`config.mk`:
```
export PLATFORM = sky130hd
export DESIGN_NAME = buffer_pointer_ctrl
export DESIGN_NICKNAME = d
export VERILOG_FILES = /design/src/rtl/buffer_pkg.sv /design/src/rtl/wrap_counter.sv /design/src/rtl/buffer_pointer_ctrl.sv
export SDC_FILE = /design/constraint.sdc
export NUM_CORES = 1
export LEC_CHECK = 0
export ABC_AREA = 0
export CAP_MARGIN = 5
export CORE_UTILIZATION = 46
export CTS_BUF_LIST = sky130_fd_sc_hd__clkbuf_8
export DETAILED_ROUTE_END_ITERATION = 8
export GPL_ROUTABILITY_DRIVEN = 0
export GPL_TIMING_DRIVEN = 0
export PLACE_DENSITY_LB_ADDON = 0.1
export SYNTH_ARGS = -nofsm -noshare
export SYNTH_HDL_FRONTEND = slang
export SYNTH_SLANG_ARGS = --single-unit
```
`constraint.sdc`:
```
create_clock -name clk -period 2.9 [get_ports clk]
set_input_delay 0.435 -clock clk [delete_from_list [all_inputs] [get_ports clk]]
set_output_delay 0.435 -clock clk [all_outputs]
set_load 0.01 [all_outputs]
```
`src/rtl/buffer_pkg.sv`:
```
// Shared constants and mod-DEPTH helpers for the buffer pointer controller.
package buffer_pkg;

  localparam string ORDER_FIFO = "FIFO";
  localparam string ORDER_LIFO = "LIFO";

  function automatic int unsigned wrap_inc(
    input int unsigned ptr,
    input int unsigned depth
  );
    return (ptr >= depth - 1) ? 32'd0 : ptr + 1;
  endfunction

  function automatic int unsigned wrap_dec(
    input int unsigned ptr,
    input int unsigned depth
  );
    return (ptr == 0) ? depth - 1 : ptr - 1;
  endfunction

  // Occupancy needs one bit more than an address to represent DEPTH.
  function automatic int cnt_w(input int depth);
    return $clog2(depth) + 1;
  endfunction

endpackage

```
`src/rtl/wrap_counter.sv`:
```
// Mod-DEPTH up/down counter used as a buffer pointer.
module wrap_counter
  import buffer_pkg::*;
#(
  parameter int DEPTH = 8,
  localparam int AW = $clog2(DEPTH)
) (
  input  logic          clk,
  input  logic          rst,
  input  logic          clr,
  input  logic          inc,
  input  logic          dec,
  output logic [AW-1:0] count
);

  logic [AW-1:0] count_q;
  logic [AW-1:0] count_d;

  always_comb begin
    count_d = count_q;
    if (clr) begin
      count_d = '0;
    end else if (inc && !dec) begin
      count_d = AW'(wrap_inc(32'(count_q), DEPTH));
    end else if (dec && !inc) begin
      count_d = AW'(wrap_dec(32'(count_q), DEPTH));
    end
  end

  always_ff @(posedge clk) begin
    if (rst) begin
      count_q <= '0;
    end else begin
      count_q <= count_d;
    end
  end

  assign count = count_q;

endmodule

```
`src/rtl/buffer_pointer_ctrl.sv`:
```
// Pointer, occupancy and status control for a FIFO/LIFO buffer
// in front of a read-first synchronous RAM.
module buffer_pointer_ctrl
  import buffer_pkg::*;
#(
  parameter int    DEPTH         = 8,
  parameter string POP_ORDER     = "FIFO",
  parameter int    AFULL_THRESH  = DEPTH - 1,
  parameter int    AEMPTY_THRESH = 1,
  localparam int   ADDR_W        = $clog2(DEPTH),
  localparam int   CW            = cnt_w(DEPTH)
) (
  input  logic              clk,
  input  logic              rst,
  input  logic              push,
  input  logic              pop,
  input  logic              flush,
  input  logic              clr_err,
  output logic              wr_en,
  output logic [ADDR_W-1:0] wr_addr,
  output logic              rd_en,
  output logic [ADDR_W-1:0] rd_addr,
  output logic [CW-1:0]     count,
  output logic              full,
  output logic              empty,
  output logic              almost_full,
  output logic              almost_empty,
  output logic              overflow,
  output logic              underflow
);

  localparam bit IS_LIFO = (POP_ORDER == ORDER_LIFO);

  if (POP_ORDER != ORDER_FIFO && POP_ORDER != ORDER_LIFO) begin : g_bad_order
    $fatal(1, "buffer_pointer_ctrl: POP_ORDER must be FIFO or LIFO");
  end
  if (DEPTH < 2) begin : g_bad_depth
    $fatal(1, "buffer_pointer_ctrl: DEPTH must be >= 2");
  end

  logic [CW-1:0] cnt_q, cnt_d;
  logic          ovf_q, ovf_d;
  logic          unf_q, unf_d;
  logic          push_acc, pop_acc;

  assign empty        = (cnt_q == '0);
  assign full         = (cnt_q == CW'(DEPTH));
  assign almost_full  = (32'(cnt_q) >= 32'(AFULL_THRESH));
  assign almost_empty = (32'(cnt_q) <= 32'(AEMPTY_THRESH));

  // A full buffer can still take a push when a pop frees the slot.
  assign pop_acc  = pop && !empty && !flush;
  assign push_acc = push && !flush && (!full || pop_acc);
  assign wr_en    = push_acc;
  assign rd_en    = pop_acc;

  always_comb begin
    cnt_d = cnt_q;
    if (flush) begin
      cnt_d = '0;
    end else if (push_acc && !pop_acc) begin
      cnt_d = cnt_q + CW'(1);
    end else if (pop_acc && !push_acc) begin
      cnt_d = cnt_q - CW'(1);
    end
  end

  assign ovf_d = (ovf_q && !clr_err) || (push && !push_acc && !flush);
  assign unf_d = (unf_q && !clr_err) || (pop && !pop_acc && !flush);

  always_ff @(posedge clk) begin
    if (rst) begin
      cnt_q <= '0;
      ovf_q <= 1'b0;
      unf_q <= 1'b0;
    end else begin
      cnt_q <= cnt_d;
      ovf_q <= ovf_d;
      unf_q <= unf_d;
    end
  end

  if (IS_LIFO) begin : g_lifo
    logic [ADDR_W-1:0] sp_top;
    logic [ADDR_W-1:0] sp_m1;
    // Stack pointer is the occupancy; clamp so idle addresses stay in range.
    assign sp_top  = full ? ADDR_W'(DEPTH - 1) : ADDR_W'(cnt_q);
    assign sp_m1   = empty ? '0 : ADDR_W'(cnt_q - CW'(1));
    assign wr_addr = (push_acc && pop_acc) ? sp_m1 : sp_top;
    assign rd_addr = sp_m1;
  end else begin : g_fifo
    wrap_counter #(.DEPTH(DEPTH)) u_wr_ptr (
      .clk   (clk),
      .rst   (rst),
      .clr   (flush),
      .inc   (push_acc),
      .dec   (1'b0),
      .count (wr_addr)
    );
    wrap_counter #(.DEPTH(DEPTH)) u_rd_ptr (
      .clk   (clk),
      .rst   (rst),
      .clr   (flush),
      .inc   (pop_acc),
      .dec   (1'b0),
      .count (rd_addr)
    );
  end

  assign count     = cnt_q;
  assign overflow  = ovf_q;
  assign underflow = unf_q;

endmodule

```
==> run metrics <==
DR DRC count 0; syn nets 95; Setup TNS Final 0 ns; CTS sink cnt 12; PnR worst setup slack 0.1228 ns; CORE AREA between 0.001 and 0.0015 sq mm; Avg Cell Area, Syn roughly 9 sq um; Worst setup EP type output pin; cell count after synthesis slightly above 80; fin crit share approximately 96%; pre-CTS WS between 0.1 and 0.15 ns; Worst R2R End count[2]; final clock skew 0.001794 ns; r2r setup slk 0.35 ns; postcts setup bufs 0; initial antenna violation count 0; CTS tree yes; Tmin final 2.777 ns; P per Cell Area 445.9 mW/mm^2; share of layout cells above drive strength 1 12.04%; uppermost layer routed met4; Antenna Violating Nets Remaining 0; Unique masters post-synth 31; Seq cells post-synth 12; Die Ht about 41 um; Worst-path clk slew ~0.050 ns; Starting Density 52.11%; P&R area growth vs syn 42.88%; Die ar. 0.001709 sq mm; Synth Flop Type dfxtp_1; MaxCap Viol Count 0; Overflow after GRT 0; Min-Delay Endpoint overflow; register area share after synthesis about a third; Via density between 5 and 6; CTS Hold Bufs 0; Hold Path Class reg2reg; worst hold stages 2; Startpoint Class register; vias post-DR 676; area of the mapped netlist roughly 710 sq um; Worst Path Max Fanout 6; fmax 0.3601 GHz; Total Power between 400 and 500 uW; vias in the first global route 591; Post-synth ARST share 0%; WL met3 77 um; Die W approximately 41 um; First-pass DRT Iterations 4; status finished clean; fill cell count 104; Crit Path Class reg2out; CP Data Required Time 2.47 ns; number of enable flip-flop cells after synthesis 0; pins over their slew limit 0; latest clock arrival within the worst-skew pair 0.24 ns; RSZ-0062 raised after global routing false; HPWL after detailed placement 1172 um; Max-slew headroom 76.53%; Core Rows 13; Clock Tree Buf Depth 2; cts bufs inserted 3; global-route wire length before repair ~2600 um; Hold Path Origin overflow; wire length per cell around 13 um; GRT Total Usage approximately a quarter; Setup crit start count[1]; Reg area 241.5 sq um; largest net degree at the start of global routing 11; WL met2 784 um; Peak VDD IR 0.0004684 V; P_leak 0.4372 nW; post-route cell area 0.001017 sq mm; Worst Tran Pin Value 0.3521 ns; Worst R2R Start count[1]; yosys warns 0; Final Hold Slack 0.4901 ns; initial DRC count 26; CTS H-tree lvls 1; nets 123; Post-DP Area 960.9 sq um; post_cts resized 0; metal1 wirelength 718 um; I/O Pins 24; WP data arrival 2.34 ns; wirelength, routed ~1600 um; multi-input logic area 436.7 sq um; PortBufs 23; setup violators final 0; worst-case reg-to-reg path depth 10; ANT cells 0; Hold Vio Cnt, Final 0; Root Driver clkbuf_8
flip-flops by register name (all words and copies together) (netlist names):
register / count
underflow: 1
overflow: 1
count: 4
g_fifo.u_rd_ptr.count: 3
g_fifo.u_wr_ptr.count: 3
per-layer routing:
metal	GRT usage, %	vias up
li1	-	346
met1	26.71	310
met2	39.84	18
met3	9.574	2
met4	8.871	0
met5	0	-
through the flow:
step                      util (%)  cells
after detailed placement     70.33    119
after floorplan                  -     81
after global routing         74.45    123
after CTS                    74.36    123
final                        74.45    123
after global placement       70.33    119
critical path: stages (launching register included):
cell,delay (ns)
dfxtp_1,0.42
inv_1,0.09
ha_1,0.24
and4bb_2,0.24
or3b_1,0.33
buf_2,0.16
inv_1,0.08
clkdlybuf4s50_1,0.54
report_power, final:
group          internal [mW]  switching, mW
registers              0.170        0.00742
clock network          0.120         0.0619
logic                 0.0516         0.0424
total                  0.342          0.112
area by class of cell:
class                      count  share of cell area (%)
sequential                    12                   23.74
clock buffer                   4                   5.412
tap                           15                   1.845
multi-input combinational     60                   42.93
timing repair buffer          23                   22.63
buffer                         2                  0.8610
inverter                       7                   2.583
placed cells by master (no fill, tap or decap), types with 2 or more instances in the layout:
cell type / count
nand4_1: 3
o21ai_0: 5
nor2_1: 6
clkbuf_8: 4
clkdlybuf4s50_1: 23
inv_1: 7
ha_1: 8
a21oi_1: 5
mux2i_1: 5
dfxtp_1: 11
nand3_1: 3
nand2_1: 5
nor3_1: 2
how the worst max path moves through the flow:
stage,endpoint,slack (ns),cells past startpoint
after global placement,count[3],0.13,9
after global routing,wr_en,0.02,7
final,wr_en,0.12,7
after detailed placement,count[3],0.13,9
after CTS,wr_en,0.07,7
after floorplan,count[2],0.38,9
logic make-up (layout without fill, tap and decap cells):
family,after synthesis,after routing,share of synthesized area (%)
AND/OR/NAND/NOR,30,30,24.78
AO/OA/AOI/OAI,15,15,13.01
flip-flops,12,12,33.74
buffers and inverters,9,36,4.920
adder cells (fa/ha/maj),8,8,14.06
multiplexers,5,5,7.030
XOR/XNOR,2,2,2.461
cells in the mapped netlist (2+ instances only):
master | number | area [sq um]
nand3_1 | 3 | 15.01
a21oi_1 | 5 | 25.02
mux2i_1 | 5 | 50.05
nand4_1 | 3 | 18.77
nor2_1 | 6 | 22.52
o21ai_0 | 5 | 25.02
ha_1 | 8 | 100.1
dfxtp_1 | 12 | 240.2
nand2_1 | 5 | 18.77
nor3_1 | 2 | 10.01
inv_1 | 7 | 26.28
(Power assumes the default switching activity.)
==> RTL edit (same flow settings) <==
`DEPTH` is set to 8 in 2 places; all go to 4.
--- a/src/rtl/wrap_counter.sv
+++ b/src/rtl/wrap_counter.sv
@@ -2,7 +2,7 @@
 module wrap_counter
   import buffer_pkg::*;
 #(
-  parameter int DEPTH = 8,
+  parameter int DEPTH = 4,
   localparam int AW = $clog2(DEPTH)
 ) (
   input  logic          clk,
--- a/src/rtl/buffer_pointer_ctrl.sv
+++ b/src/rtl/buffer_pointer_ctrl.sv
@@ -3,7 +3,7 @@
 module buffer_pointer_ctrl
   import buffer_pkg::*;
 #(
-  parameter int    DEPTH         = 8,
+  parameter int    DEPTH         = 4,
   parameter string POP_ORDER     = "FIFO",
   parameter int    AFULL_THRESH  = DEPTH - 1,
   parameter int    AEMPTY_THRESH = 1,
Interface: changed (resized count, rd_addr and wr_addr); port bits go from 24 to 21. No check against the original RTL was run, so the function may have changed too.
==> RTL edit against the original RTL <==
Total power shrank 24%. Register-to-register slack improved by 0.62 ns. Highest routed layer unchanged. Routed wire length down 24%. Design area fell by 20%. Area after synthesis down 22%. Worst setup slack improved by 0.35 ns. Hold slack worse by 0.0046 ns. Largest power group unchanged. Sequential cell count shrank 3.
==> RTL edit: results (changes against the original RTL) <==
outcome=complete, no violations (unchanged); Clock-cell share=5.51% (was 5.41%); multi-input logic area=348 µm² (was 437 µm²); HPWL after detailed placement=923 µm (was 1.17 mm); Post-CTS Setup Bufs=0 (unchanged); overall routed net length=1.21 mm (was 1.59 mm); Syn Nets=79 (was 95); R2R Setup Slk=0.97 ns (was 0.35 ns); M1 wire length=589 µm (was 718 µm); Via Count=516 (was 676); Nets=104 (was 123); clk_skew=0.00205 ns (was 0.00179 ns); count of non-CTS buffers in the layout=21 (was 25); NonClk Buf Share=25.0% (was 23.5%); cell leakage power=0.000342 µW (was 0.000437 µW); Peak VDD IR=0.224 mV (was 0.468 mV); register area share after synthesis=32.5% (was 33.7%); first-pass GRT wire length=2.13 mm (was 2.56 mm); met1 Use GR=28.8% (was 26.7%); met2 WL post-DR=545 µm (was 784 µm); cells after synthesis=65 (was 81); FFs & Latches=9 (was 12); Crit path largest cell delay=0.58 ns (was 0.54 ns); filler cell count=99 (was 104); PortBufs=20 (was 23); Synth cell types=23 (was 31); RR Startpoint=count[0] (was count[1]); met3 usage=3.66% (was 9.57%); WL per Instance=11.7 µm (was 12.9 µm); actual slew at the worst max-slew pin=0.303 ns (was 0.352 ns); commonest cells in the netlist=nor2_1 (10), dfxtp_1 (9), ha_1 (8) (was dfxtp_1 (12), ha_1 (8), inv_1 (7)); GRT Total Usage=22.2% (was 23.7%); Non-clk invs=6 (was 7); Storage cell area=180 µm² (was 241 µm²); comb_multi_in=49 (was 60); share of layout cells above drive strength 1=7.87% (was 12.0%); path depth of the worst reg2reg path=7 (was 10); Max FO, Critical Path=5 (was 6); largest net degree at the start of global routing=10 (was 11); FF-to-FF End=count[1] (was count[2]); vias in the first global route=495 (was 591); WP data arrival=1.99 ns (was 2.34 ns); met3 WL=59 µm (was 77 µm)
==> RTL edit: metrics by stage <==
stage          power [µW]  utilization, %  worst slack, ns  area, µm²
5_1_grt               367            73.5            0.372        817
3_5_place_dp          210            69.5            0.505        772
4_1_cts               350            73.5            0.455        817
6_report              347            73.5            0.470        817
2_1_floorplan         174               -            0.968        554
3_3_place_gp          208            69.5            0.507        772
==> RTL edit: worst min path at each step <==
stage	start	endpoint	slack, ns	depth (start not counted)
final	g_fifo.u_wr_ptr.count[1]	g_fifo.u_wr_ptr.count[1]	0.49	2
after global routing	g_fifo.u_rd_ptr.count[1]	g_fifo.u_rd_ptr.count[1]	0.52	2
after CTS	g_fifo.u_wr_ptr.count[1]	g_fifo.u_wr_ptr.count[1]	0.49	2
after detailed placement	g_fifo.u_wr_ptr.count[1]	g_fifo.u_wr_ptr.count[1]	0.48	2
after global placement	g_fifo.u_wr_ptr.count[1]	g_fifo.u_wr_ptr.count[1]	0.46	2
after floorplan	g_fifo.u_wr_ptr.count[1]	g_fifo.u_wr_ptr.count[1]	0.49	2
==> RTL edit: power breakdown <==
part / switching (µW) / internal, µW / total, µW / leakage [µW]
sequential: 4.58 / 128 / 133 / 0.0000730
combinational: 33.9 / 40.9 / 74.8 / 0.000242
clock: 47.1 / 92.0 / 139 / 0.0000269
==> RTL edit: cell families (layout without fill, tap and decap cells) <==
| group | after synthesis | in the layout | synth area share (%) |
|---|---|---|---|
| AND/OR/NAND/NOR | 24 | 24 | 24.2 |
| XOR/XNOR | 2 | 2 | 3.16 |
| adder cells (fa/ha/maj) | 8 | 8 | 18.1 |
| multiplexers | 2 | 2 | 3.61 |
| AO/OA/AOI/OAI | 13 | 13 | 13.8 |
| buffers and inverters | 7 | 31 | 4.74 |
| flip-flops | 9 | 9 | 32.5 |
